--- src/rtl/echo_delay_ctrl_if.sv ---
// rtl/echo_delay_ctrl_if.sv - sample streams, effect gains and delay-line memory port of echo_delay_ctrl
interface echo_delay_ctrl_if #(
    parameter int DATA_WIDTH = 16,
    parameter int MEM_DEPTH  = 512
);
    localparam int AW = $clog2(MEM_DEPTH);

    logic [DATA_WIDTH-1:0] pi_data;
    logic                  pi_valid;
    logic                  po_ready;
    logic [AW-1:0]         pi_delay;
    logic [DATA_WIDTH-1:0] pi_feedback;
    logic [DATA_WIDTH-1:0] pi_mix;
    logic [DATA_WIDTH-1:0] po_data;
    logic                  po_valid;
    logic                  pi_ready;
    logic [AW-1:0]         po_mem_addr;
    logic [DATA_WIDTH-1:0] po_mem_data;
    logic                  po_mem_w_en;
    logic                  po_mem_r_en;
    logic [DATA_WIDTH-1:0] pi_mem_data;

    modport master (
        input  pi_data, pi_valid, pi_delay, pi_feedback, pi_mix, pi_ready, pi_mem_data,
        output po_ready, po_data, po_valid, po_mem_addr, po_mem_data, po_mem_w_en, po_mem_r_en
    );

    modport slave (
        output pi_data, pi_valid, pi_delay, pi_feedback, pi_mix, pi_ready, pi_mem_data,
        input  po_ready, po_data, po_valid, po_mem_addr, po_mem_data, po_mem_w_en, po_mem_r_en
    );
endinterface

--- src/rtl/echo_delay_ctrl.sv ---
// rtl/echo_delay_ctrl.sv - echo/delay controller: zero-fills the delay line, then read/calc/write/out per sample
module echo_delay_ctrl #(
    parameter int DATA_WIDTH = 16,
    parameter int MEM_DEPTH  = 512,
    localparam int AW = $clog2(MEM_DEPTH)
) (
    input  logic              pi_clk,
    input  logic              pi_sreset,
    echo_delay_ctrl_if.master bus,
    output logic              po_clear_busy
);
    typedef enum logic [2:0] {
        ST_CLEAR, ST_IDLE, ST_READ, ST_CALC, ST_WRITE, ST_OUT
    } state_t;

    localparam logic [AW-1:0] LAST_ADDR = AW'(MEM_DEPTH - 1);
    localparam logic signed [2*DATA_WIDTH-1:0] WIDE_MAX =
        {{(DATA_WIDTH+1){1'b0}}, {(DATA_WIDTH-1){1'b1}}};
    localparam logic signed [2*DATA_WIDTH-1:0] WIDE_MIN = ~WIDE_MAX;

    state_t                state_q, state_d;
    logic [AW-1:0]         clr_cnt_q, clr_cnt_d;
    logic [AW-1:0]         wr_ptr_q, wr_ptr_d;
    logic [AW-1:0]         d_q, d_d;
    logic [DATA_WIDTH-1:0] x_q, x_d;
    logic [DATA_WIDTH-1:0] fb_q, fb_d;
    logic [DATA_WIDTH-1:0] mix_q, mix_d;
    logic [DATA_WIDTH-1:0] wet_q, wet_d;
    logic [DATA_WIDTH-1:0] y_q, y_d;
    logic [DATA_WIDTH-1:0] out_q, out_d;

    // x + Q1.(W-1) gain applied to m, saturated; the wide sum can never overflow.
    function automatic logic [DATA_WIDTH-1:0] gain_add(
        input logic [DATA_WIDTH-1:0] x,
        input logic [DATA_WIDTH-1:0] m,
        input logic [DATA_WIDTH-1:0] g
    );
        logic signed [2*DATA_WIDTH-1:0] prod;
        logic signed [2*DATA_WIDTH-1:0] sum;
        prod = $signed({{DATA_WIDTH{m[DATA_WIDTH-1]}}, m}) *
               $signed({{DATA_WIDTH{g[DATA_WIDTH-1]}}, g});
        sum  = $signed({{DATA_WIDTH{x[DATA_WIDTH-1]}}, x}) + (prod >>> (DATA_WIDTH-1));
        if (sum > WIDE_MAX) begin
            return WIDE_MAX[DATA_WIDTH-1:0];
        end else if (sum < WIDE_MIN) begin
            return WIDE_MIN[DATA_WIDTH-1:0];
        end
        return sum[DATA_WIDTH-1:0];
    endfunction

    always_ff @(posedge pi_clk) begin
        if (pi_sreset) begin
            state_q   <= ST_CLEAR;
            clr_cnt_q <= '0;
            wr_ptr_q  <= '0;
            d_q       <= '0;
            x_q       <= '0;
            fb_q      <= '0;
            mix_q     <= '0;
            wet_q     <= '0;
            y_q       <= '0;
            out_q     <= '0;
        end else begin
            state_q   <= state_d;
            clr_cnt_q <= clr_cnt_d;
            wr_ptr_q  <= wr_ptr_d;
            d_q       <= d_d;
            x_q       <= x_d;
            fb_q      <= fb_d;
            mix_q     <= mix_d;
            wet_q     <= wet_d;
            y_q       <= y_d;
            out_q     <= out_d;
        end
    end

    always_comb begin
        state_d   = state_q;
        clr_cnt_d = clr_cnt_q;
        wr_ptr_d  = wr_ptr_q;
        d_d       = d_q;
        x_d       = x_q;
        fb_d      = fb_q;
        mix_d     = mix_q;
        wet_d     = wet_q;
        y_d       = y_q;
        out_d     = out_q;
        unique case (state_q)
            ST_CLEAR: begin
                clr_cnt_d = clr_cnt_q + AW'(1);
                if (clr_cnt_q == LAST_ADDR) begin
                    state_d = ST_IDLE;
                end
            end
            ST_IDLE: begin
                if (bus.pi_valid) begin
                    x_d     = bus.pi_data;
                    d_d     = (bus.pi_delay == '0) ? AW'(1) : bus.pi_delay;
                    fb_d    = bus.pi_feedback;
                    mix_d   = bus.pi_mix;
                    state_d = ST_READ;
                end
            end
            ST_READ: begin
                state_d = ST_CALC;
            end
            ST_CALC: begin
                wet_d   = gain_add(x_q, bus.pi_mem_data, fb_q);
                y_d     = gain_add(x_q, bus.pi_mem_data, mix_q);
                state_d = ST_WRITE;
            end
            ST_WRITE: begin
                wr_ptr_d = wr_ptr_q + AW'(1);
                out_d    = y_q;
                state_d  = ST_OUT;
            end
            ST_OUT: begin
                if (bus.pi_ready) begin
                    state_d = ST_IDLE;
                end
            end
            default: begin
                state_d = ST_CLEAR;
            end
        endcase
    end

    // Single memory port: only one of read/write is ever active per cycle.
    always_comb begin
        bus.po_mem_addr = '0;
        bus.po_mem_data = '0;
        bus.po_mem_w_en = 1'b0;
        bus.po_mem_r_en = 1'b0;
        unique case (state_q)
            ST_CLEAR: begin
                bus.po_mem_w_en = 1'b1;
                bus.po_mem_addr = clr_cnt_q;
            end
            ST_READ: begin
                bus.po_mem_r_en = 1'b1;
                bus.po_mem_addr = wr_ptr_q - d_q;
            end
            ST_WRITE: begin
                bus.po_mem_w_en = 1'b1;
                bus.po_mem_addr = wr_ptr_q;
                bus.po_mem_data = wet_q;
            end
            default: begin
            end
        endcase
    end

    assign bus.po_ready   = (state_q == ST_IDLE);
    assign bus.po_valid   = (state_q == ST_OUT);
    assign bus.po_data    = out_q;
    assign po_clear_busy  = (state_q == ST_CLEAR);
endmodule
--- src/flat_wrapper.sv ---
// flat-port wrapper written by rule: the top's interface ports become plain ports
module echo_delay_ctrl_flat 
#(
    parameter int DATA_WIDTH = 16,
    parameter int MEM_DEPTH  = 512,
    localparam int AW = $clog2(MEM_DEPTH)
)
  (pi_clk, pi_sreset, po_clear_busy, bus_pi_data, bus_pi_valid, bus_pi_delay, bus_pi_feedback, bus_pi_mix, bus_pi_ready, bus_pi_mem_data, bus_po_ready, bus_po_data, bus_po_valid, bus_po_mem_addr, bus_po_mem_data, bus_po_mem_w_en, bus_po_mem_r_en);
  echo_delay_ctrl_if #(.DATA_WIDTH(DATA_WIDTH), .MEM_DEPTH(MEM_DEPTH)) bus_i ();
  input  logic pi_clk;
  input  logic pi_sreset;
  output logic po_clear_busy;
  input wire logic [$bits(bus_i.pi_data)-1:0] bus_pi_data;
  input wire logic [$bits(bus_i.pi_valid)-1:0] bus_pi_valid;
  input wire logic [$bits(bus_i.pi_delay)-1:0] bus_pi_delay;
  input wire logic [$bits(bus_i.pi_feedback)-1:0] bus_pi_feedback;
  input wire logic [$bits(bus_i.pi_mix)-1:0] bus_pi_mix;
  input wire logic [$bits(bus_i.pi_ready)-1:0] bus_pi_ready;
  input wire logic [$bits(bus_i.pi_mem_data)-1:0] bus_pi_mem_data;
  output wire logic [$bits(bus_i.po_ready)-1:0] bus_po_ready;
  output wire logic [$bits(bus_i.po_data)-1:0] bus_po_data;
  output wire logic [$bits(bus_i.po_valid)-1:0] bus_po_valid;
  output wire logic [$bits(bus_i.po_mem_addr)-1:0] bus_po_mem_addr;
  output wire logic [$bits(bus_i.po_mem_data)-1:0] bus_po_mem_data;
  output wire logic [$bits(bus_i.po_mem_w_en)-1:0] bus_po_mem_w_en;
  output wire logic [$bits(bus_i.po_mem_r_en)-1:0] bus_po_mem_r_en;
  assign bus_i.pi_data = bus_pi_data;
  assign bus_i.pi_valid = bus_pi_valid;
  assign bus_i.pi_delay = bus_pi_delay;
  assign bus_i.pi_feedback = bus_pi_feedback;
  assign bus_i.pi_mix = bus_pi_mix;
  assign bus_i.pi_ready = bus_pi_ready;
  assign bus_i.pi_mem_data = bus_pi_mem_data;
  assign bus_po_ready = bus_i.po_ready;
  assign bus_po_data = bus_i.po_data;
  assign bus_po_valid = bus_i.po_valid;
  assign bus_po_mem_addr = bus_i.po_mem_addr;
  assign bus_po_mem_data = bus_i.po_mem_data;
  assign bus_po_mem_w_en = bus_i.po_mem_w_en;
  assign bus_po_mem_r_en = bus_i.po_mem_r_en;
  echo_delay_ctrl #(.DATA_WIDTH(DATA_WIDTH), .MEM_DEPTH(MEM_DEPTH)) u_core (.pi_clk(pi_clk), .pi_sreset(pi_sreset), .bus(bus_i), .po_clear_busy(po_clear_busy));
endmodule
--- config.mk ---
export PLATFORM = sky130hd
export DESIGN_NAME = echo_delay_ctrl_flat
export DESIGN_NICKNAME = d
export VERILOG_FILES = /design/src/rtl/echo_delay_ctrl_if.sv /design/src/rtl/echo_delay_ctrl.sv /design/src/flat_wrapper.sv
export SDC_FILE = /design/constraint.sdc
export NUM_CORES = 2
export LEC_CHECK = 0
export CAP_MARGIN = 20
export CORE_UTILIZATION = 40
export CTS_BUF_LIST = sky130_fd_sc_hd__clkbuf_4 sky130_fd_sc_hd__clkbuf_8
export CTS_CLUSTER_DIAMETER = 40
export DETAILED_ROUTE_END_ITERATION = 10
export HOLD_SLACK_MARGIN = 0.03
export PLACE_DENSITY_LB_ADDON = 0.15
export SLEW_MARGIN = 5
export SYNTH_ARGS = -nofsm -noshare
export SYNTH_HDL_FRONTEND = slang
export SYNTH_SLANG_ARGS = --single-unit
--- constraint.sdc ---
create_clock -name pi_clk -period 14.4 [get_ports pi_clk]
set_clock_uncertainty 0.2 [all_clocks]
set_input_delay 2.88 -clock pi_clk [delete_from_list [all_inputs] [get_ports pi_clk]]
set_output_delay 2.88 -clock pi_clk [all_outputs]
set_load 0.05 [all_outputs]
== Word level (Yosys, flattened, before mapping) ==
Index checks and enable logic that the tools add are counted.
Cells by class
  multipliers: 2
  add/sub/neg operators: 5
  mux-type cells: 21
  equality and inequality tests: 9
  reduce and logical (&&, ||, !) cells: 5
  order comparisons: 4
Operators by type and width (number)
  two-way mux 16 bit: 7
  greater-than comparator 32 x 16 -> 1 bit (second input constant): 2
  < comparator 32 x 16 -> 1 bit (second input constant): 2
  multiplier 16 x 16 -> 32 bit: 2
  adder 16 x 17 -> 18 bit: 2
  case mux 9 bit (3 select lines): 1
  adder 9 x 1 -> 9 bit (second input constant): 2
  case mux 3 bit (6 select lines): 1
  equality test 9 bit (second input constant): 1
  zero test 9 bit: 1
  two-way mux 3 bit: 3
  two-way mux 9 bit: 1
  subtractor 9 bit: 1
  two-way mux 1 bit: 8
  equality test 3 x 2 -> 1 bit (second input constant): 2
  equality test 3 bit (second input constant): 2
  != test 2 bit (second input constant): 2
  equality test 3 x 1 -> 1 bit (second input constant): 1
  zero test 3 bit: 1
  AND reduction 3 bit: 1
  != test 2 x 1 -> 1 bit (second input constant): 1
  AND reduction 2 bit: 1
  OR reduction 2 bit: 1
Word-level totals
  output and inout bits: 46
  input port bits: 77
  register bits after elaboration: 126

== Longest topological paths before layout ==
  depth after elaboration: 7
  gate-level depth with buffers: 34
  mapped depth without buffers: 30

== Least setup slack after synthesis ==
No wires, ideal clock.
  path type: input -> register
  start point: in bus_pi_mem_data[1]
  end point: reg u_core.wet_q[0]
  setup time: 0.147 ns
  stages: 30
  path slack: 3.748 ns
  data required time: 14.053 ns
  path buffers: 3
  arrival time: 10.305 ns
  cell sequence: clkbuf_1 > clkbuf_1 > nand2_1 > fa_1 > fa_1 > inv_1 > fa_1 > fa_1 > fa_1 > inv_1 > fa_1 > inv_1 > ha_1 > nand2_1 > o211ai_1 > a221o_1 > and2_1 > or2_2 > nor2_1 > o21bai_1 > xor2_1 > ha_1 > or4_4 > or2_4 > o221ai_2 > a21oi_2 > o41a_1 > o21ai_2 > buf_6 > a311oi_2
Between the ends
  longest elaborated chain between the ends: 7
  elaborated cells between the ends (all ways): 9
  those cells by class: 1 x add/sub; 1 x mul; 2 x order compare; 5 x mux
RTL lines
  start: declaration: line flat_wrapper.sv:19  | input wire logic [$bits(bus_i.pi_mem_data)-1:0] bus_pi_mem_data;
  multiplier 16 x 16 -> 32 bit *: line echo_delay_ctrl.sv:40  | prod = $signed({{DATA_WIDTH{m[DATA_WIDTH-1]}}, m}) *
  adder 16 x 17 -> 18 bit *: line echo_delay_ctrl.sv:42  | sum = $signed({{DATA_WIDTH{x[DATA_WIDTH-1]}}, x}) + (prod >>> (DATA_WIDTH-1));
  < comparator 32 x 16 -> 1 bit: line echo_delay_ctrl.sv:45  | end else if (sum < WIDE_MIN) begin
  two-way mux 1 bit: line echo_delay_ctrl.sv:45
  two-way mux 1 bit: line echo_delay_ctrl.sv:43  | if (sum > WIDE_MAX) begin
  two-way mux 1 bit: line echo_delay_ctrl.sv:88  | unique case (state_q)
  two-way mux 16 bit *: line echo_delay_ctrl.sv:48  | return sum[DATA_WIDTH-1:0];
  end signal: assignment: line echo_delay_ctrl.sv:71  | wet_q <= wet_d;
  end: declaration: line echo_delay_ctrl.sv:28  | logic [DATA_WIDTH-1:0] wet_q, wet_d;
Mark *: on every way between the ends. The rest lies on a longest branch, timed or not. The select of a mux whose other input is x is not followed.
A chain may end at the register's enable or synchronous reset.

== Worst setup path in the final report ==
  start point: in bus_pi_mem_data[8]
  end point: reg u_core.wet_q[4]
The elaborated chain is that of the path after synthesis.

==> flow_metrics.py <==
metrics = {
    "detailed_routing": {
        "wl_per_cell_um": 17.9,
        "drc": 0,
        "routed_wirelength_mm": 70.0,
        "num_vias": 19900,
        "antenna_violating_nets_post_route": 0,
        "drt-pass1-iter-count": 7,
        "via_per_inst": 5.10,
        "drt_iter0_drc": 995,
    },
    "hold_path": {
        "hold_end": "u_core.bus.po_data[15]$_SDFFE_PP0P_",
        "holdPathStages": 2,
        "hp-class": "reg -> reg",
        "hp-start": "u_core.y_q[15]$_SDFFE_PP0P_",
    },
    "logic_synthesis": {
        "yosys.area.top_type": "fa_1",
        "synth_edf_count": 0,
        "synthDistinctLibCells": 78,
        "postSynthAreaPerCell_um2": 8.67,
        "synth_commonest_cells": "inv_1 (626), fa_1 (525), nand2_1 (472)",
        "yosysSeqAreaShare_pct": 9.68,
        "ys_ff_latch": 126,
        "synth_area_um2": 26100,
        "synth_fa_ha_area_share_pct": 50.3,
        "postSynth.asyncResetShare_pct": 0,
        "synth.area.top_cells": "fa_1 (40%), ha_1 (10%), dfxtp_1 (9.7%), inv_1 (9.0%), nand2_1 (6.8%)",
        "synthMuxAreaShare_pct": 0.230,
        "synth_top_family_by_area": "adder cells",
        "synth.most_common_cell": "inv_1",
        "synth_compound_area_share_pct": 8.27,
        "netlist_instances": 3007,
        "synth.top_cell.area_share_pct": 40.3,
        "synth-xor-area-share_pct": 2.79,
        "synth.net_count": 3818,
        "synthFlopType": "dfxtp_1",
        "synth_simple_gate_area_share_pct": 17.6,
        "yosysWarnings": 0,
    },
    "global_routing": {
        "grt_pass1_wl_mm": 117,
        "antenna_found_initial": 4,
        "grt_usage_pct": 22.5,
        "first_global_vias": 21600,
        "grt_max_degree": 65,
        "gr-total-overflow": 0,
    },
    "status": {
        "status": "completed",
    },
    "cts": {
        "cts_resized": 0,
        "cts_buffers": 17,
        "hold_buffers": 0,
        "clock-sinks": 126,
        "htreeDepth": 4,
        "cts_setup_buffers": 0,
        "clockRootBuffer": "clkbuf_8",
        "tritoncts": "done",
        "ctsLongestPathBuffers": 2,
        "clock_latency_ns": 0.55,
        "clkTransAtPathRegs_ns": 0.10,
    },
    "finish": {
        "fin_cells": 3904,
        "fillers": 6446,
        "regArea_um2": 2520,
        "num-nets-final": 3844,
        "drive_gt1_share_pct": 2.99,
        "synthToLayoutAreaGrowth_pct": 8.94,
        "multiInputGateArea_um2": 20700,
    },
    "worst_setup_path": {
        "start_kind": "input port",
        "max_stage_delay_ns": 1.03,
        "rrSetupSlack_ns": 4.85,
        "worst_setup_path_end_kind": "flip-flop",
        "reg2reg_depth": 27,
        "crit_path_max_fanout": 18,
        "critPathTopFamily": "compound AO/OA/AOI/OAI gates",
        "critPathBufInv": 5,
        "worstSetupStartpoint": "bus_pi_mem_data[8]",
        "critical_path_class": "in -> reg",
        "r2r-start": "u_core.fb_q[1]$_SDFFE_PP0P_",
        "critical_path_required_ns": 14.55,
        "critPathArrivalTime_ns": 12.38,
        "crit_slowest_cell": "clkdlybuf4s50_1",
        "timing.rr.end": "u_core.wet_q[4]$_SDFFE_PP0P_",
        "path_common_cell": "fa_1",
    },
    "timing": {
        "setup_viol": 0,
        "fin_tns_setup_ns": 0,
        "finalHoldViolCount": 0,
        "period_share_pct": 84.9,
        "max_freq_mhz": 81.8,
        "slew_viol_final": 0,
        "tightest_slew_ns": 1.08,
        "rsz0062_at_grt": "false",
        "period_needed_ns": 12.23,
        "maxSlewHeadroom_pct": 27.9,
    },
    "place": {
        "routabilityCongestion": 0.862,
        "port-buffer-count": 122,
        "place_inst": 3869,
        "place_hpwl_mm": 54.7,
    },
    "job": {
        "maxCapViolCount": 0,
    },
    "floorplanning": {
        "num_io_pins": 123,
        "std_cell_rows": 93,
        "die-area_um2": 66200,
        "start_util_pct": 40.4,
        "die_h_um": 257,
        "fp.coreArea_um2": 64500,
        "die_x_um": 257,
    },
    "pwr": {
        "power_density_nw_per_um2": 27.1,
        "p_leak_nw": 13.9,
        "peakVddDrop_mv": 0.0771,
    },
}
-- area by class of cell --
class,count,share of cell area (%)
diodes,3,0.0264
well taps,855,3.77
clock buffers,18,0.872
repair buffers,143,4.76
multi-input cells,2119,72.8
inverters,626,8.27
flip-flops and latches,126,8.88
clock inverters,14,0.595
-- routing by layer --
metal  track usage [%]  vias to the layer above  wire [µm]  share of wire (%)
met4              5.82                        4       1620                2.3
met5                 0                        -         34              0.049
met2              38.8                      474      34700                 50
met1              29.7                    10200      30700                 44
li1                  -                     9191          -                  -
met3              3.01                       87       2980                4.3
-- worst max-delay path by stage --
stage	endpoint	slack [ns]	depth (start not counted)
6_report	u_core.wet_q[4]$_SDFFE_PP0P_	2.17	28
5_1_grt	u_core.wet_q[5]$_SDFFE_PP0P_	1.83	28
4_1_cts	u_core.wet_q[14]$_SDFFE_PP0P_	2.26	28
3_5_place_dp	u_core.wet_q[14]$_SDFFE_PP0P_	1.74	28
3_3_place_gp	u_core.y_q[2]$_SDFFE_PP0P_	1.87	30
2_1_floorplan	u_core.wet_q[0]$_SDFFE_PP0P_	3.75	30
-- per-stage QoR --
| step | cell area (µm²) | power [W] | worst slack [ns] | hold slack (ns) | utilization (%) |
|---|---|---|---|---|---|
| after CTS | 28400 | 0.000783 | 2.26 | 0.258 | 44.0 |
| final | 28400 | 0.000771 | 2.17 | 0.257 | 44.1 |
| after floorplan | 26100 | 0.000383 | 3.75 | 0.228 | - |
| after global placement | 28000 | 0.000426 | 1.87 | 0.242 | 43.4 |
| after detailed placement | 28000 | 0.000426 | 1.74 | 0.244 | 43.4 |
| after global routing | 28400 | 0.000799 | 1.83 | 0.284 | 44.0 |
-- worst register-to-register path, delay by kind of cell (launching register included) --
kind | cells | cell delay (ns)
simple gates | 5 | 1.10
buf+inv | 3 | 0.15
compound gates | 10 | 2.84
fa+ha+maj | 8 | 3.81
xor+xnor | 1 | 0.27
flops | 1 | 1.04
-- flip-flops by register name (all words and copies together), names as in the netlist --
name / cells
u_core.bus.po_data: 16
u_core.clr_cnt_q: 9
u_core.d_q: 9
u_core.fb_q: 16
u_core.mix_q: 16
u_core.state_q: 3
u_core.wet_q: 16
u_core.wr_ptr_q: 9
u_core.x_q: 16
u_core.y_q: 16
-- power by group --
group / internal [W] / total [W] / leakage (nW) / switching, W
logic: 0.0000232 / 0.0000682 / 12.7 / 0.0000450
clock network: 0.000165 / 0.000353 / 0.215 / 0.000188
registers: 0.000349 / 0.000350 / 1.01 / 0.000000935
-- cells by family (layout without fill, tap and decap cells) --
family	count (synthesis)	after routing
buf+inv	762	801
compound gates	328	328
simple gates	968	968
flops	126	126
xor+xnor	83	83
mux	6	6
fa+ha+maj	734	734
other cells	0	3
-- cell usage in the layout, fill, tap and decap left out, types with 9 or more instances in the layout --
cell             Yosys  final
ha_1               209    209
nand2b_1            24     24
xor2_1              26     26
buf_4                1     22
a21oi_1            140    140
nand3_1             25     25
nor3_1              15     15
o21bai_1             9      9
clkdlybuf4s50_1      0    116
nand4_1             17     17
o21ai_0             46     46
o211ai_1             9      9
a21o_1              13     13
dfxtp_1            126    126
o21a_1              10     10
clkbuf_8             0     18
nor2b_1             13     13
and2_1             235    235
or3_1                9      9
nor2_1             108    106
nand2_1            472    471
a211oi_1            26     26
fa_1               525    525
inv_1              626    626
and3_1              23     23
a311oi_2            10     10
xnor2_1             57     57
(Power assumes the default switching activity.)
